### src/rtl/ctrl_pkg.sv
// Shared types and limits for the iterative-datapath controller.
// Holds the state encoding and the legal multiplier latency range.
package ctrl_pkg;

  localparam int unsigned MultCycMin = 1;
  localparam int unsigned MultCycMax = 8;
  localparam int unsigned MultCntW   = $clog2(MultCycMax);

  // Encoding 3'd7 is unused and falls back to StIdle.
  typedef enum logic [2:0] {
    StIdle   = 3'd0,
    StRead   = 3'd1,
    StLoad   = 3'd2,
    StMult   = 3'd3,
    StSum    = 3'd4,
    StUpdate = 3'd5,
    StDone   = 3'd6
  } state_e;

  function automatic int unsigned clamp_mult_cyc(input int unsigned cyc);
    if (cyc < MultCycMin) return MultCycMin;
    if (cyc > MultCycMax) return MultCycMax;
    return cyc;
  endfunction

endpackage

### src/rtl/iter_controller_if.sv
// Control/status bundle between the iteration controller and its datapath.
// master = datapath/host side, slave = controller side.
interface iter_controller_if #(
  parameter int unsigned CNT_W = 4
) ();

  logic             start;
  logic [CNT_W-1:0] n_iter;
  logic             converged;
  logic             read;
  logic             ld_y;
  logic             slc_y;
  logic             mult;
  logic             sum;
  logic             done;
  logic             busy;
  logic [CNT_W-1:0] iter_cnt;
  logic             max_hit;

  modport master (
    output start, n_iter, converged,
    input  read, ld_y, slc_y, mult, sum, done, busy, iter_cnt, max_hit
  );

  modport slave (
    input  start, n_iter, converged,
    output read, ld_y, slc_y, mult, sum, done, busy, iter_cnt, max_hit
  );

endinterface

### src/rtl/iter_counter.sv
// Saturating up-counter with synchronous clear; clear takes priority over enable.
module iter_counter #(
  parameter int unsigned CNT_W = 4
) (
  input  logic             clk_i,
  input  logic             rst_ni,
  input  logic             clr_i,
  input  logic             en_i,
  output logic [CNT_W-1:0] cnt_o
);

  logic [CNT_W-1:0] cnt_d, cnt_q;

  always_comb begin
    cnt_d = cnt_q;
    if (clr_i) begin
      cnt_d = '0;
    end else if (en_i && (cnt_q != '1)) begin
      cnt_d = cnt_q + CNT_W'(1);
    end
  end

  always_ff @(posedge clk_i or negedge rst_ni) begin
    if (!rst_ni) begin
      cnt_q <= '0;
    end else begin
      cnt_q <= cnt_d;
    end
  end

  assign cnt_o = cnt_q;

endmodule

### src/rtl/iter_controller.sv
// Sequencer for an iterative multiply/accumulate datapath with early exit on
// convergence or an iteration limit; outputs are decoded from the state register.
module iter_controller
  import ctrl_pkg::*;
#(
  parameter int unsigned CNT_W    = 4,
  parameter int unsigned MULT_CYC = 1
) (
  input logic               clk,
  input logic               rst,
  iter_controller_if.slave  bus
);

  localparam int unsigned MultCyc = clamp_mult_cyc(MULT_CYC);

  state_e                 state_q, state_d;
  logic [CNT_W-1:0]       n_lat_q, n_lat_d;
  logic                   max_hit_q, max_hit_d;
  logic [CNT_W-1:0]       iter_cnt;
  logic [MultCntW-1:0]    mult_cnt;
  logic [CNT_W-1:0]       limit;
  logic [CNT_W:0]         iter_next;
  logic                   accept, mult_last, limit_hit;

  assign accept    = bus.start && ((state_q == StIdle) || (state_q == StDone));
  assign mult_last = (mult_cnt == MultCntW'(MultCyc - 1));
  // A latched count of zero runs a single iteration.
  assign limit     = (n_lat_q == '0) ? CNT_W'(1) : n_lat_q;
  assign iter_next = {1'b0, iter_cnt} + (CNT_W + 1)'(1);
  assign limit_hit = (iter_next >= {1'b0, limit});

  always_comb begin
    state_d   = state_q;
    n_lat_d   = n_lat_q;
    max_hit_d = max_hit_q;
    case (state_q)
      StIdle, StDone: begin
        if (bus.start) begin
          state_d   = StRead;
          n_lat_d   = bus.n_iter;
          max_hit_d = 1'b0;
        end
      end
      StRead:  state_d = StLoad;
      StLoad:  state_d = StMult;
      StMult:  if (mult_last) state_d = StSum;
      StSum:   state_d = StUpdate;
      StUpdate: begin
        // Convergence wins over the limit so a coincident hit reports max_hit=0.
        if (bus.converged) begin
          state_d = StDone;
        end else if (limit_hit) begin
          state_d   = StDone;
          max_hit_d = 1'b1;
        end else begin
          state_d = StMult;
        end
      end
      default: state_d = StIdle;
    endcase
  end

  always_ff @(posedge clk or negedge rst) begin
    if (!rst) begin
      state_q   <= StIdle;
      n_lat_q   <= '0;
      max_hit_q <= 1'b0;
    end else begin
      state_q   <= state_d;
      n_lat_q   <= n_lat_d;
      max_hit_q <= max_hit_d;
    end
  end

  iter_counter #(
    .CNT_W (CNT_W)
  ) u_iter_cnt (
    .clk_i  (clk),
    .rst_ni (rst),
    .clr_i  (accept),
    .en_i   (state_q == StUpdate),
    .cnt_o  (iter_cnt)
  );

  // Cleared outside MULT and on its last cycle so each iteration restarts at zero.
  iter_counter #(
    .CNT_W (MultCntW)
  ) u_mult_cnt (
    .clk_i  (clk),
    .rst_ni (rst),
    .clr_i  ((state_q != StMult) || mult_last),
    .en_i   (state_q == StMult),
    .cnt_o  (mult_cnt)
  );

  assign bus.read     = (state_q == StRead);
  assign bus.ld_y     = (state_q == StLoad) || (state_q == StUpdate);
  assign bus.slc_y    = (state_q == StUpdate);
  assign bus.mult     = (state_q == StMult);
  assign bus.sum      = (state_q == StSum);
  assign bus.done     = (state_q == StDone);
  assign bus.busy     = (state_q == StRead) || (state_q == StLoad) || (state_q == StMult) ||
                        (state_q == StSum)  || (state_q == StUpdate);
  assign bus.iter_cnt = iter_cnt;
  assign bus.max_hit  = max_hit_q;

endmodule

### src/flat_wrapper.sv
// flat-port wrapper written by rule: the top's interface ports become plain ports
module iter_controller_flat import ctrl_pkg::*;
#(
  parameter int unsigned CNT_W    = 4,
  parameter int unsigned MULT_CYC = 1
)
  (clk, rst, bus_start, bus_n_iter, bus_converged, bus_read, bus_ld_y, bus_slc_y, bus_mult, bus_sum, bus_done, bus_busy, bus_iter_cnt, bus_max_hit);
  iter_controller_if #(.CNT_W(CNT_W)) bus_i ();
  input logic clk;
  input logic rst;
  input wire logic [$bits(bus_i.start)-1:0] bus_start;
  input wire logic [$bits(bus_i.n_iter)-1:0] bus_n_iter;
  input wire logic [$bits(bus_i.converged)-1:0] bus_converged;
  output wire logic [$bits(bus_i.read)-1:0] bus_read;
  output wire logic [$bits(bus_i.ld_y)-1:0] bus_ld_y;
  output wire logic [$bits(bus_i.slc_y)-1:0] bus_slc_y;
  output wire logic [$bits(bus_i.mult)-1:0] bus_mult;
  output wire logic [$bits(bus_i.sum)-1:0] bus_sum;
  output wire logic [$bits(bus_i.done)-1:0] bus_done;
  output wire logic [$bits(bus_i.busy)-1:0] bus_busy;
  output wire logic [$bits(bus_i.iter_cnt)-1:0] bus_iter_cnt;
  output wire logic [$bits(bus_i.max_hit)-1:0] bus_max_hit;
  assign bus_i.start = bus_start;
  assign bus_i.n_iter = bus_n_iter;
  assign bus_i.converged = bus_converged;
  assign bus_read = bus_i.read;
  assign bus_ld_y = bus_i.ld_y;
  assign bus_slc_y = bus_i.slc_y;
  assign bus_mult = bus_i.mult;
  assign bus_sum = bus_i.sum;
  assign bus_done = bus_i.done;
  assign bus_busy = bus_i.busy;
  assign bus_iter_cnt = bus_i.iter_cnt;
  assign bus_max_hit = bus_i.max_hit;
  iter_controller #(.CNT_W(CNT_W), .MULT_CYC(MULT_CYC)) u_core (.clk(clk), .rst(rst), .bus(bus_i));
endmodule
### config.mk
export PLATFORM = sky130hd
export DESIGN_NAME = iter_controller_flat
export DESIGN_NICKNAME = d
export VERILOG_FILES = /design/src/rtl/ctrl_pkg.sv /design/src/rtl/iter_controller_if.sv /design/src/rtl/iter_counter.sv /design/src/rtl/iter_controller.sv /design/src/flat_wrapper.sv
export SDC_FILE = /design/constraint.sdc
export NUM_CORES = 1
export LEC_CHECK = 0
export BUFFER_PORTS_ARGS = -buffer_cell sky130_fd_sc_hd__buf_4
export CAP_MARGIN = 10
export CORE_ASPECT_RATIO = 1.2
export CORE_MARGIN = 2
export CORE_UTILIZATION = 50
export CTS_BUF_LIST = sky130_fd_sc_hd__clkbuf_8
export CTS_CLUSTER_DIAMETER = 120
export DETAILED_ROUTE_END_ITERATION = 16
export GPL_ROUTABILITY_DRIVEN = 0
export GPL_TIMING_DRIVEN = 0
export PLACE_DENSITY_LB_ADDON = 0.15
export REMOVE_ABC_BUFFERS = 1
export SLEW_MARGIN = 25
export SYNTH_ARGS = -nofsm -noshare
export SYNTH_HDL_FRONTEND = slang
export SYNTH_HIERARCHICAL = 1
export SYNTH_SLANG_ARGS = --single-unit
### constraint.sdc
create_clock -name clk -period 1.7 [get_ports clk]
set_input_delay 0.34 -clock clk [delete_from_list [all_inputs] [get_ports clk]]
set_output_delay 0.34 -clock clk [all_outputs]
set_load 0.01 [all_outputs]
Word level (Yosys, flattened, before mapping)
Cells that the tools add are included.
{"block": "word_totals", "ff_bits": 15, "inputBits": 8, "output_inout_bits": 12, "word_cells": 56}
{"block": "classes", "addsub": 3, "n_lt_le_gt_ge": 1, "n_eq_ne": 13, "muxes": 14, "reduce_logical": 20}
{"cell": "3-bit 2-to-1 mux", "count": 6}
{"cell": "3-bit one-hot mux with 6 select lines", "count": 1}
{"cell": "4-bit 2-to-1 mux", "count": 3}
{"cell": "3-bit equality test, second input constant", "count": 3}
{"cell": "1-bit logical OR", "count": 7}
{"cell": "3-bit by 2-bit equality test with 1-bit output, second input constant", "count": 2}
{"cell": "3-bit zero test", "count": 2}
{"cell": "2-bit nonzero test", "count": 3}
{"cell": "4-bit by 1-bit adder with 5-bit output, second input constant", "count": 1}
{"cell": "5-bit by 4-bit greater-or-equal comparator with 1-bit output", "count": 1}
{"cell": "4-bit by 1-bit adder with 4-bit output, second input constant", "count": 1}
{"cell": "4-bit zero test", "count": 1}
{"cell": "2-bit by 1-bit inequality test with 1-bit output, second input constant", "count": 2}
{"cell": "2-bit inequality test, second input constant", "count": 2}
{"cell": "4-bit inequality test, second input constant", "count": 1}
{"cell": "2-bit AND reduction", "count": 2}
{"cell": "4-bit AND reduction", "count": 1}
{"cell": "3-bit by 1-bit adder with 3-bit output, second input constant", "count": 1}
{"cell": "3-bit by 1-bit equality test with 1-bit output, second input constant", "count": 1}
{"cell": "1-bit logical AND", "count": 3}
{"cell": "1-bit 2-to-1 mux", "count": 3}
{"cell": "3-bit by 2-bit inequality test with 1-bit output, second input constant", "count": 1}
{"cell": "3-bit inequality test, second input constant", "count": 1}
{"cell": "1-bit one-hot mux with 2 select lines", "count": 1}
{"cell": "2-bit OR reduction", "count": 1}

Logic depth before layout (Yosys ltp)
Gate-level depths: netlist of run 1.
{"block": "depth", "depth_word": 6, "ltp_mapped": 7, "mapped_depth_nobuf": 7}

By module
The synthesis of run 1 kept the hierarchy.
{"module": "iter_controller", "n_inst": 1, "cells_each": 63, "area_per_inst_um2": 574.3, "seq_area_each_um2": 200.2}
{"module": "iter_counter (u_core.u_iter_cnt)", "n_inst": 1, "cells_each": 20, "area_per_inst_um2": 229.0, "seq_area_each_um2": 100.1}
{"module": "iter_counter (u_core.u_mult_cnt)", "n_inst": 1, "cells_each": 15, "area_per_inst_um2": 183.9, "seq_area_each_um2": 75.1}

Worst setup path before layout of run 1
OpenSTA, ideal clock, no wires.
{"block": "synth_path", "path_kind": "register to register", "startpoint": "register u_core.u_iter_cnt.cnt_q[0], in the netlist u_core/u_iter_cnt/cnt_o[0]", "endpoint": "register u_core.state_q[0]", "setup_time_ps": 87, "t_arrival_ps": 1717, "required_time_ps": 1613, "slack_ps": -104, "stages_incl_launch_ff": 8, "n_path_buf": 0, "period_less_slack_ps": 1804, "cell_sequence": "dfrtp_1 ha_1 xor2_1 ha_1 nand3_1 o21ai_1 o31a_1 o211ai_1"}
{"block": "synth_between", "elab_chain_cells": 5}
{"element": "start: declaration", "line_no": "iter_counter.sv:12", "text": "logic [CNT_W-1:0] cnt_d, cnt_q;"}
{"element": "start signal: assignment", "line_no": "iter_counter.sv:27", "text": "cnt_q <= cnt_d;"}
{"element": "4-bit by 1-bit adder with 5-bit output", "line_no": "iter_controller.sv:29", "text": "assign iter_next = {1'b0, iter_cnt} + (CNT_W + 1)'(1);"}
{"element": "5-bit by 4-bit greater-or-equal comparator with 1-bit output", "line_no": "iter_controller.sv:30", "text": "assign limit_hit = (iter_next >= {1'b0, limit});"}
{"element": "3-bit 2-to-1 mux", "line_no": "iter_controller.sv:52", "text": "end else if (limit_hit) begin"}
{"element": "3-bit 2-to-1 mux", "line_no": "iter_controller.sv:50", "text": "if (bus.converged) begin"}
{"element": "3-bit one-hot mux with 6 select lines", "line_no": "iter_controller.sv:36", "text": "case (state_q)"}
{"element": "end signal: assignment", "line_no": "iter_controller.sv:65", "text": "state_q <= StIdle;"}
{"element": "end signal: assignment", "line_no": "iter_controller.sv:69", "text": "state_q <= state_d;"}
{"element": "end: declaration", "line_no": "iter_controller.sv:16", "text": "state_e state_q, state_d;"}
Every way passes these cells.
A chain may end at the register's enable or synchronous reset.

Worst setup path in the final report of run 1
{"block": "layout_path", "startpoint": "register u_core.u_iter_cnt.cnt_q[1], in the netlist u_core/u_iter_cnt/cnt_o[1]", "endpoint": "register u_core.max_hit_q, in the netlist u_core/bus.max_hit"}
{"block": "layout_between", "elab_chain_cells": 4}
{"element": "4-bit by 1-bit adder with 5-bit output", "line_no": "iter_controller.sv:29"}
{"element": "5-bit by 4-bit greater-or-equal comparator with 1-bit output", "line_no": "iter_controller.sv:30"}
{"element": "2-bit by 1-bit inequality test with 1-bit output (no source line)"}
{"element": "4-bit AND reduction (no source line)"}
{"element": "end signal: assignment", "line_no": "iter_controller.sv:71", "text": "max_hit_q <= max_hit_d;"}
{"element": "end: declaration", "line_no": "iter_controller.sv:18", "text": "logic max_hit_q, max_hit_d;"}
Every way passes these cells.

==> impl_metrics.yaml, run 1 <==
logic_synthesis:
  synth_cell_types: 35
  postSynth.topFlopCell: "dfrtp_1"
  synth_xor_xnor_area_share: 0.01774
  avgSynthCellArea_um2: 10.07
  synthArstFlopShare: 1.000
  syn_inst: 98
  synthTopCellsByArea: "dfrtp_1 (38%), ha_1 (10%), mux2_1 (4.6%)"
  synth_largest_area_cell: "dfrtp_1"
  synth_top_family_by_area: "simple AND/OR/NAND/NOR gates"
  netlist.area_leader.share: 0.3802
  ys.warnings.count: 6
  synthTopCellsByCount: "dfrtp_1 (15), ha_1 (8), inv_1 (6), nand2b_1 (6)"
  ys_ff_latch: 15
  yosys.area_share.simple: 0.2750
  synth_compound_area_frac: 0.1115
  synth-edff-count: 0
  yosysSeqAreaShare: 0.3802
  synth_mux_area_frac: 0.08619
  yosysMostFrequentCell: "dfrtp_1"
  synthesis.area_um2: 987.2
  synthAdderAreaFrac: 0.1014
setup_path:
  critPathLaunchType: "register"
  cp-end-kind: "register"
  critical_path_class: "register to register"
  cp.arrival_ns: 1.97
  cp_max_fo: 3
  cp.required_ns: 1.84
pwr:
  pwr-share-comb: 0.612
  clkPwrFrac: 0.115
  p_per_area_nw_per_um2: 1763
  seqPwrFrac: 0.273
  worst_ir_drop_vdd_mv: 1.257
  p_int_w: 0.001453
  switching_share: 0.4028
  p_total_w: 0.002433
  p_sw_w: 0.0009801
  leakage_nw: 0.6762
finish:
  areaGrowthSynthToFinish_pct: 39.80
  seq_area_um2: 381.6
  post-route-util: 0.7458
  drive_above_1_share: 0.4444
  n_fill_cell: 133
  nets: 152
  multi_input_area_um2: 641.9
  diodes: 0
global_route:
  grt_max_degree: 16
  grt_pass1_vias: 810
  grt-ovfl-total: 0
  antenna_found_initial: 0
  gr-usage-all-layers: 0.2071
  grt_pass1_wl_mm: 3.505
timing:
  clock_skew_ns: 0.005378
  grt_setup_unrepaired: "yes"
  worst-slew-pin-transition_ns: 0.2872
  finalCritPeriodShare: 1.073
  fmax_ghz: 0.5483
  maxSlewHeadroom: 0.8085
  setup_ws_ns: -0.1239
  final_max_slew_viol_count: 0
  finalSetupViolations: 2
  hold_viol: 0
  fin_crit_ns: 1.824
place:
  post-dp-hpwl_mm: 1.440
  portBuffers: 19
route:
  via_per_inst: 5.539
  totalWireLength_mm: 2.352
  drc: 0
  ant_nets: 0
  vias: 853
  drt_iter0_drc: 17
  wire_per_inst_um: 15.27
  drt_first_pass_iters: 4
die:
  die_h_um: 52.68
  core_um2: 1851
  chipWidth_um: 44.56
  rows: 17
  die_area_um2: 2347
  pin_count: 20
  start_util: 0.5335
clock_tree:
  clock-sinks: 15
  clk_pin_slew_ns: 0.06
  htreeDepth: 1
  cts_tree: "done"
  cts_max_path_buffers: 2
  cts_buffers: 3
  root_buffer: "clkbuf_8"
  clock_latency_ns: 0.24
status:
  status: "finished with violations"
  violations: "negative setup slack"
flow_run:
  cap_viol_max_count: 0
hold_path:
  min_path_type: "primary input to register"
final timing paths:
| path | start | cells past startpoint | end | slack [ns] |
|---|---|---|---|---|
| max | u_core/u_iter_cnt/cnt_o[1]$_DFFE_PN0P_ | 8 | u_core/bus.max_hit$_DFFE_PN0P_ | -0.12 |
| min | bus_converged | 2 | u_core/bus.max_hit$_DFFE_PN0P_ | 0.31 |
| max reg2reg | u_core/u_iter_cnt/cnt_o[1]$_DFFE_PN0P_ | 8 | u_core/bus.max_hit$_DFFE_PN0P_ | -0.12 |
| min reg2reg | u_core/n_lat_q[3]$_DFFE_PN0P_ | 1 | u_core/n_lat_q[3]$_DFFE_PN0P_ | 0.49 |
| max in group asynchronous | rst | 2 | u_core/state_q[2]$_DFFE_PN0P_ | 1.03 |
| min in group asynchronous | rst | 2 | u_core/state_q[0]$_DFFE_PN0P_ | 0.48 |
routing by layer:
layer,routed length (µm),vias to the layer above,GRT usage
met5,0,-,0
met4,41,0,0.1162
met3,59,4,0.02069
li1,-,424,-
met1,1048,410,0.2549
met2,1203,15,0.3454
flip-flops by register name (all words and copies together), names as in the netlist:
signal and flops:
u_core/u_mult_cnt/cnt_o 3, u_core/u_iter_cnt/cnt_o 4, u_core/bus.max_hit 1, u_core/n_lat_q 4, u_core/state_q 3
power groups by stage:
stage | clock, W | sequential, W | combinational, W
after floorplan | 0 | 0.000638 | 0.000698
after global placement | 0 | 0.000659 | 0.000996
after detailed placement | 0 | 0.000665 | 0.00104
after CTS | 0.000290 | 0.000648 | 0.00124
after global routing | 0.000306 | 0.000688 | 0.00163
final | 0.000280 | 0.000664 | 0.00149
cells in the final DEF (no fill, tap or decap), types with 3 or more instances in the layout:
cell | synthesis | layout
a21oi_1 | 4 | 3
buf_4 | 0 | 31
clkbuf_8 | 0 | 3
dfrtp_1 | 15 | 10
dfrtp_2 | 0 | 5
ha_1 | 8 | 7
inv_1 | 6 | 6
mux2_1 | 4 | 4
nand2_1 | 4 | 4
nand2b_1 | 6 | 6
nor2_1 | 5 | 4
nor2b_1 | 5 | 3
nor2b_4 | 2 | 4
nor3_1 | 5 | 5
o21ai_0 | 3 | 3
o21ai_1 | 4 | 3
worst max-delay path: stages (launching register included):
cell and delay, ns:
dfrtp_2 0.44, ha_4 0.17, xor2_1 0.14, ha_1 0.33, nand3_2 0.11, o21ai_4 0.17
buf_6 0.12, nor2_2 0.03, o32ai_1 0.20
cell type report:
class / instances / share of cell area
clock buffers: 3 / 0.02992
clock inverters: 1 / 0.002720
inverters: 6 / 0.01632
multi-input cells: 76 / 0.4651
flip-flops and latches: 15 / 0.2765
well taps: 19 / 0.01723
repair buffers: 34 / 0.1922
through the flow:
stage	setup TNS [ns]	setup slack [ns]	instance area, µm²	hold WS, ns	instances
final	-0.2287	-0.1239	1380	0.3120	154
after CTS	-0.1073	-0.06303	1280	0.2919	146
after global placement	-0.3327	-0.1601	1149	0.2049	135
after global routing	-0.6994	-0.1902	1380	0.3119	154
after detailed placement	-0.4091	-0.1931	1149	0.2097	135
after floorplan	-0.1392	-0.1040	982.2	0.04441	97
logic make-up after synthesis:
logic type,Yosys count
adder cells (fa/ha/maj),8
XOR/XNOR,2
AND/OR/NAND/NOR,41
buffers and inverters,7
AO/OA/AOI/OAI,18
flip-flops,15
multiplexers,7
repair_timing:
action | in CTS | in global routing
setup endpoints to repair | 7 | 11
hold buffers | 1 | 0
endpoints found under the hold margin | 15 | 0
pin swaps | 4 | 5
resized for setup | 13 | 8
setup buffers | 6 | 8
No activity file was read; power rests on OpenSTA's default activity.
==> run 2: changes to the inputs <==
PLACE_DENSITY = 0.82   (was unset)
PLACE_DENSITY_LB_ADDON = unset   (was 0.15)
==> impl_metrics.yaml, run 2 (synthesis gave the netlist of run 1 again) <==
status:
  status: "finished with violations"
  violations: "negative setup slack"
clock_tree:
  cts_max_path_buffers: 2
  cts_tree: "done"
  htreeDepth: 1
  clock-sinks: 15
  clock_latency_ns: 0.25
  root_buffer: "clkbuf_8"
  cts_buffers: 3
  clk_pin_slew_ns: 0.06
die:
  core_um2: 1851
  start_util: 0.5335
  die_h_um: 52.68
  chipWidth_um: 44.56
  pin_count: 20
  die_area_um2: 2347
  rows: 17
global_route:
  grt-ovfl-total: 0
  met2_usage: 0.3406
  gr-usage-all-layers: 0.2118
  top_usage_layer: "met2"
  grt_max_degree: 16
  antenna_found_initial: 0
  met1_usage: 0.2667
  grt_pass1_wl_mm: 3.636
  grt_pass1_vias: 826
  met3_usage: 0.02414
pwr:
  p_sw_w: 0.0009445
  pwr-share-comb: 0.593
  p_per_area_nw_per_um2: 1729
  switching_share: 0.4056
  clkPwrFrac: 0.123
  worst_ir_drop_vdd_mv: 0.8072
  leakage_nw: 0.6484
  seqPwrFrac: 0.284
  p_int_w: 0.001384
route:
  ant_nets: 0
  vias: 846
  drt_iter0_drc: 15
  totalWireLength_mm: 2.173
  wire_per_inst_um: 14.58
  drt_first_pass_iters: 4
  via_per_inst: 5.678
  drc: 0
setup_path:
  cp.arrival_ns: 1.95
  critPathLaunchType: "register"
  cp-end-kind: "register"
  ff2ff_setup_slack_ns: -0.08
  critical_path_class: "register to register"
  cp.required_ns: 1.87
  cp_max_fo: 4
finish:
  final_common_cell: "buf_4"
  nets: 147
  layout_common_cells: "buf_4 (27), dfrtp_1 (11), ha_1 (7), inv_1 (6), nand2b_1 (6)"
  drive_above_1_share: 0.4231
  seq_area_um2: 380.4
  diodes: 0
  areaGrowthSynthToFinish_pct: 36.38
  fin_area_um2: 1346
  n_fill_cell: 131
  multi_input_area_um2: 641.9
  post-route-util: 0.7275
timing:
  hold_viol: 0
  finalCritPeriodShare: 1.048
  final_max_slew_viol_count: 0
  worst-slew-pin-transition_ns: 0.2876
  maxSlewHeadroom: 0.8068
  finalSetupViolations: 3
  grt_setup_unrepaired: "yes"
  fin_crit_ns: 1.781
  fmax_ghz: 0.5616
  setup_ws_ns: -0.08075
  clock_skew_ns: 0.004768
hold_path:
  min_path_type: "primary input to register"
place:
  post-dp-hpwl_mm: 1.386
  placed_area_um2: 1149
  place_ws_ns: -0.1878
  portBuffers: 19
flow_run:
  cap_viol_max_count: 0
==> run 2: worst max-delay path, stage by stage (launching register included) <==
cell and delay (ns):
dfrtp_2 0.44, ha_4 0.19, xor2_2 0.15, ha_1 0.34, nand3_2 0.09, o21ai_2 0.07
o31a_1 0.28, o211ai_1 0.15
==> run 2: cell type report <==
cell class | count | area share
Clock buffer | 3 | 0.03067
Clock inverter | 1 | 0.002788
Inverter | 6 | 0.01673
Multi-Input combinational cell | 76 | 0.4768
Sequential cell | 15 | 0.2825
Tap cell | 19 | 0.01766
Timing Repair Buffer | 29 | 0.1729
==> run 2: metrics by stage <==
stage          std cells  hold WS [ns]  TNS, ns  total power (W)
6_report             149        0.3059  -0.1504         0.002328
5_1_grt              149        0.3047  -0.5401         0.002504
4_1_cts              147        0.3058  -0.1518         0.002143
3_5_place_dp         135        0.2110  -0.4115         0.001690
3_3_place_gp         135        0.2042  -0.3453         0.001648
2_1_floorplan         97       0.04441  -0.1392         0.001336
==> run 2: power groups by stage <==
stage / clock (W) / combinational [W] / sequential (W)
final: 0.000286 / 0.00138 / 0.000661
after global routing: 0.000304 / 0.00152 / 0.000683
after CTS: 0.000291 / 0.00121 / 0.000640
after detailed placement: 0 / 0.00103 / 0.000656
after global placement: 0 / 0.000997 / 0.000651
after floorplan: 0 / 0.000698 / 0.000638
==> run 2: timing repair <==
action                                 4_1_cts  5_1_grt
cloned                                       0        0
setup buffers                                7        2
setup endpoints to repair                    6       12
endpoints found under the hold margin       15        0
resized for setup                            7       10
pin swaps                                    1        4
hold buffers                                 1        0
==> run 2: path summary, 6_finish.rpt <==
| path | startpoint | end | cells after the start |
|---|---|---|---|
| max | u_core/u_iter_cnt/cnt_o[1]$_DFFE_PN0P_ | u_core/state_q[0]$_DFFE_PN0P_ | 7 |
| min | bus_n_iter[2] | u_core/n_lat_q[2]$_DFFE_PN0P_ | 2 |
| max reg2reg | u_core/u_iter_cnt/cnt_o[1]$_DFFE_PN0P_ | u_core/state_q[0]$_DFFE_PN0P_ | 7 |
| min reg2reg | u_core/n_lat_q[1]$_DFFE_PN0P_ | u_core/n_lat_q[1]$_DFFE_PN0P_ | 1 |
| max in group asynchronous | rst | u_core/u_iter_cnt/cnt_o[1]$_DFFE_PN0P_ | 2 |
| min in group asynchronous | rst | u_core/u_mult_cnt/cnt_o[2]$_DFFE_PN0P_ | 2 |
==> run 2: metal layers <==
layer | vias to the layer above | wire, µm
met5 | - | 0
met4 | 0 | 43
met3 | 5 | 56
met2 | 14 | 1112
met1 | 414 | 961
li1 | 413 | -
==> run 3: changes to the inputs <==
GPL_ROUTABILITY_DRIVEN = 1   (was 0)
MAX_ROUTING_LAYER = met4   (was unset)
==> impl_metrics.yaml, run 3 (synthesis gave the netlist of run 1 again) <==
timing:
  tns_ns: -0.1775
  clock_skew_ns: 0.004565
  finalSetupViolations: 3
  final_max_slew_viol_count: 0
  hold_viol: 0
  grt_setup_unrepaired: "yes"
  fin_crit_ns: 1.790
  holdWs_ns: 0.3063
  worst-slew-pin-transition_ns: 0.2818
  setup_ws_ns: -0.09009
  fmax_ghz: 0.5586
  maxSlewHeadroom: 0.8107
  finalCritPeriodShare: 1.053
finish:
  diodes: 0
  layout_common_cells: "buf_4 (27), dfrtp_1 (11), ha_1 (7), inv_1 (6), nand2b_1 (6)"
  n_fill_cell: 132
  areaGrowthSynthToFinish_pct: 36.38
  drive_above_1_share: 0.4231
  final_common_cell: "buf_4"
  nets: 147
  instances_no_fill: 149
pwr:
  leakage_nw: 0.6484
  p_per_area_nw_per_um2: 1734
  worst_ir_drop_vdd_mv: 0.8070
  p_total_w: 0.002335
clock_tree:
  clk_pin_slew_ns: 0.06
  htreeDepth: 1
  clock-sinks: 15
  cts_max_path_buffers: 2
  clock_latency_ns: 0.25
  cts_tree: "done"
  root_buffer: "clkbuf_8"
  cts_buffers: 3
setup_path:
  critPathLaunchType: "register"
  cp.arrival_ns: 1.96
  cp_max_fo: 4
  cp_slowest_stage_delay_ns: 0.44
  path_cells: "ha_4 > xor2_2 > ha_1 > nand3_2 > o21ai_2 > o31a_1 > o211ai_1"
  critical_path_class: "register to register"
  cp-end-kind: "register"
  cp.required_ns: 1.87
  worst_path_max_delay_cell: "dfrtp_2"
route:
  drt_first_pass_iters: 4
  ant_nets: 0
  wire_per_inst_um: 14.74
  vias: 845
  totalWireLength_mm: 2.196
  drc: 0
  via_per_inst: 5.671
  drt_iter0_drc: 11
status:
  status: "finished with violations"
  violations: "negative setup slack"
die:
  core_um2: 1851
  chipWidth_um: 44.56
  start_util: 0.5335
  die_area_um2: 2347
  rows: 17
  pin_count: 20
  die_h_um: 52.68
place:
  post-dp-hpwl_mm: 1.386
  portBuffers: 19
  globalplace.congestion: 0.7525
  dp_cells: 135
global_route:
  grt_max_degree: 16
  antenna_found_initial: 0
  gr-usage-all-layers: 0.2165
  grt-ovfl-total: 0
  grt_pass1_wl_mm: 3.615
  grt_pass1_vias: 830
hold_path:
  min_path_type: "primary input to register"
flow_run:
  cap_viol_max_count: 0
## run 3: cell counts in the layout (fill, tap and decap cells not counted)
No cell type changed its count.
## run 3: through the flow
stage / setup slack, ns / instance area (µm²) / utilization
5_1_grt: -0.2042 / 1346 / 0.7275
2_1_floorplan: -0.1040 / 982.2 / -
4_1_cts: -0.06098 / 1274 / 0.6883
3_3_place_gp: -0.1521 / 1149 / 0.6207
6_report: -0.09009 / 1346 / 0.7275
3_5_place_dp: -0.1878 / 1149 / 0.6207
## run 3: cell type report
cell class | count | area (µm²) | share of cell area
multi-input cells | 76 | 641.9 | 0.4768
flip-flops and latches | 15 | 380.4 | 0.2825
repair buffers | 29 | 232.7 | 0.1729
clock buffers | 3 | 41.29 | 0.03067
well taps | 19 | 23.77 | 0.01766
inverters | 6 | 22.52 | 0.01673
clock inverters | 1 | 3.754 | 0.002788
## run 3: per-layer routing
metal	up-vias	routed length, µm	track usage
li1	413	-	-
met1	407	970	0.2602
met2	18	1096	0.3454
met3	7	74	0.02414
met4	0	54	0.1263
met5	-	0	-
## run 3: final timing paths
kind / startpoint / endpoint / slack [ns] / cells after the start
min: bus_n_iter[2] / u_core/n_lat_q[2]$_DFFE_PN0P_ / 0.31 / 2
min in group asynchronous: rst / u_core/u_mult_cnt/cnt_o[2]$_DFFE_PN0P_ / 0.48 / 2
max reg2reg: u_core/u_iter_cnt/cnt_o[1]$_DFFE_PN0P_ / u_core/state_q[0]$_DFFE_PN0P_ / -0.09 / 7
min reg2reg: u_core/n_lat_q[1]$_DFFE_PN0P_ / u_core/n_lat_q[1]$_DFFE_PN0P_ / 0.48 / 1
max in group asynchronous: rst / u_core/u_iter_cnt/cnt_o[1]$_DFFE_PN0P_ / 1.02 / 2
max: u_core/u_iter_cnt/cnt_o[1]$_DFFE_PN0P_ / u_core/state_q[0]$_DFFE_PN0P_ / -0.09 / 7
## run 3: timing repair
action                     in CTS  in global routing
setup buffers                   7                  2
hold endpoints to repair       15                  0
gates resized for setup         7                 10
hold buffers                    1                  0
setup endpoints to repair       6                 12
pin swaps                       1                  4
## run 3: report_power, final
part	internal [W]	switching (W)	total, W	leakage [nW]
Sequential	0.000494	0.000166	0.000660	0.187
Combinational	0.000731	0.000658	0.00139	0.435
Clock	0.000160	0.000125	0.000285	0.0269
## run 3: critical path, delay by kind of cell (launching register included)
family / cells / cell delay, ns
flops: 1 / 0.44
simple gates: 1 / 0.09
compound gates: 3 / 0.51
xor+xnor: 1 / 0.15
fa+ha+maj: 2 / 0.53
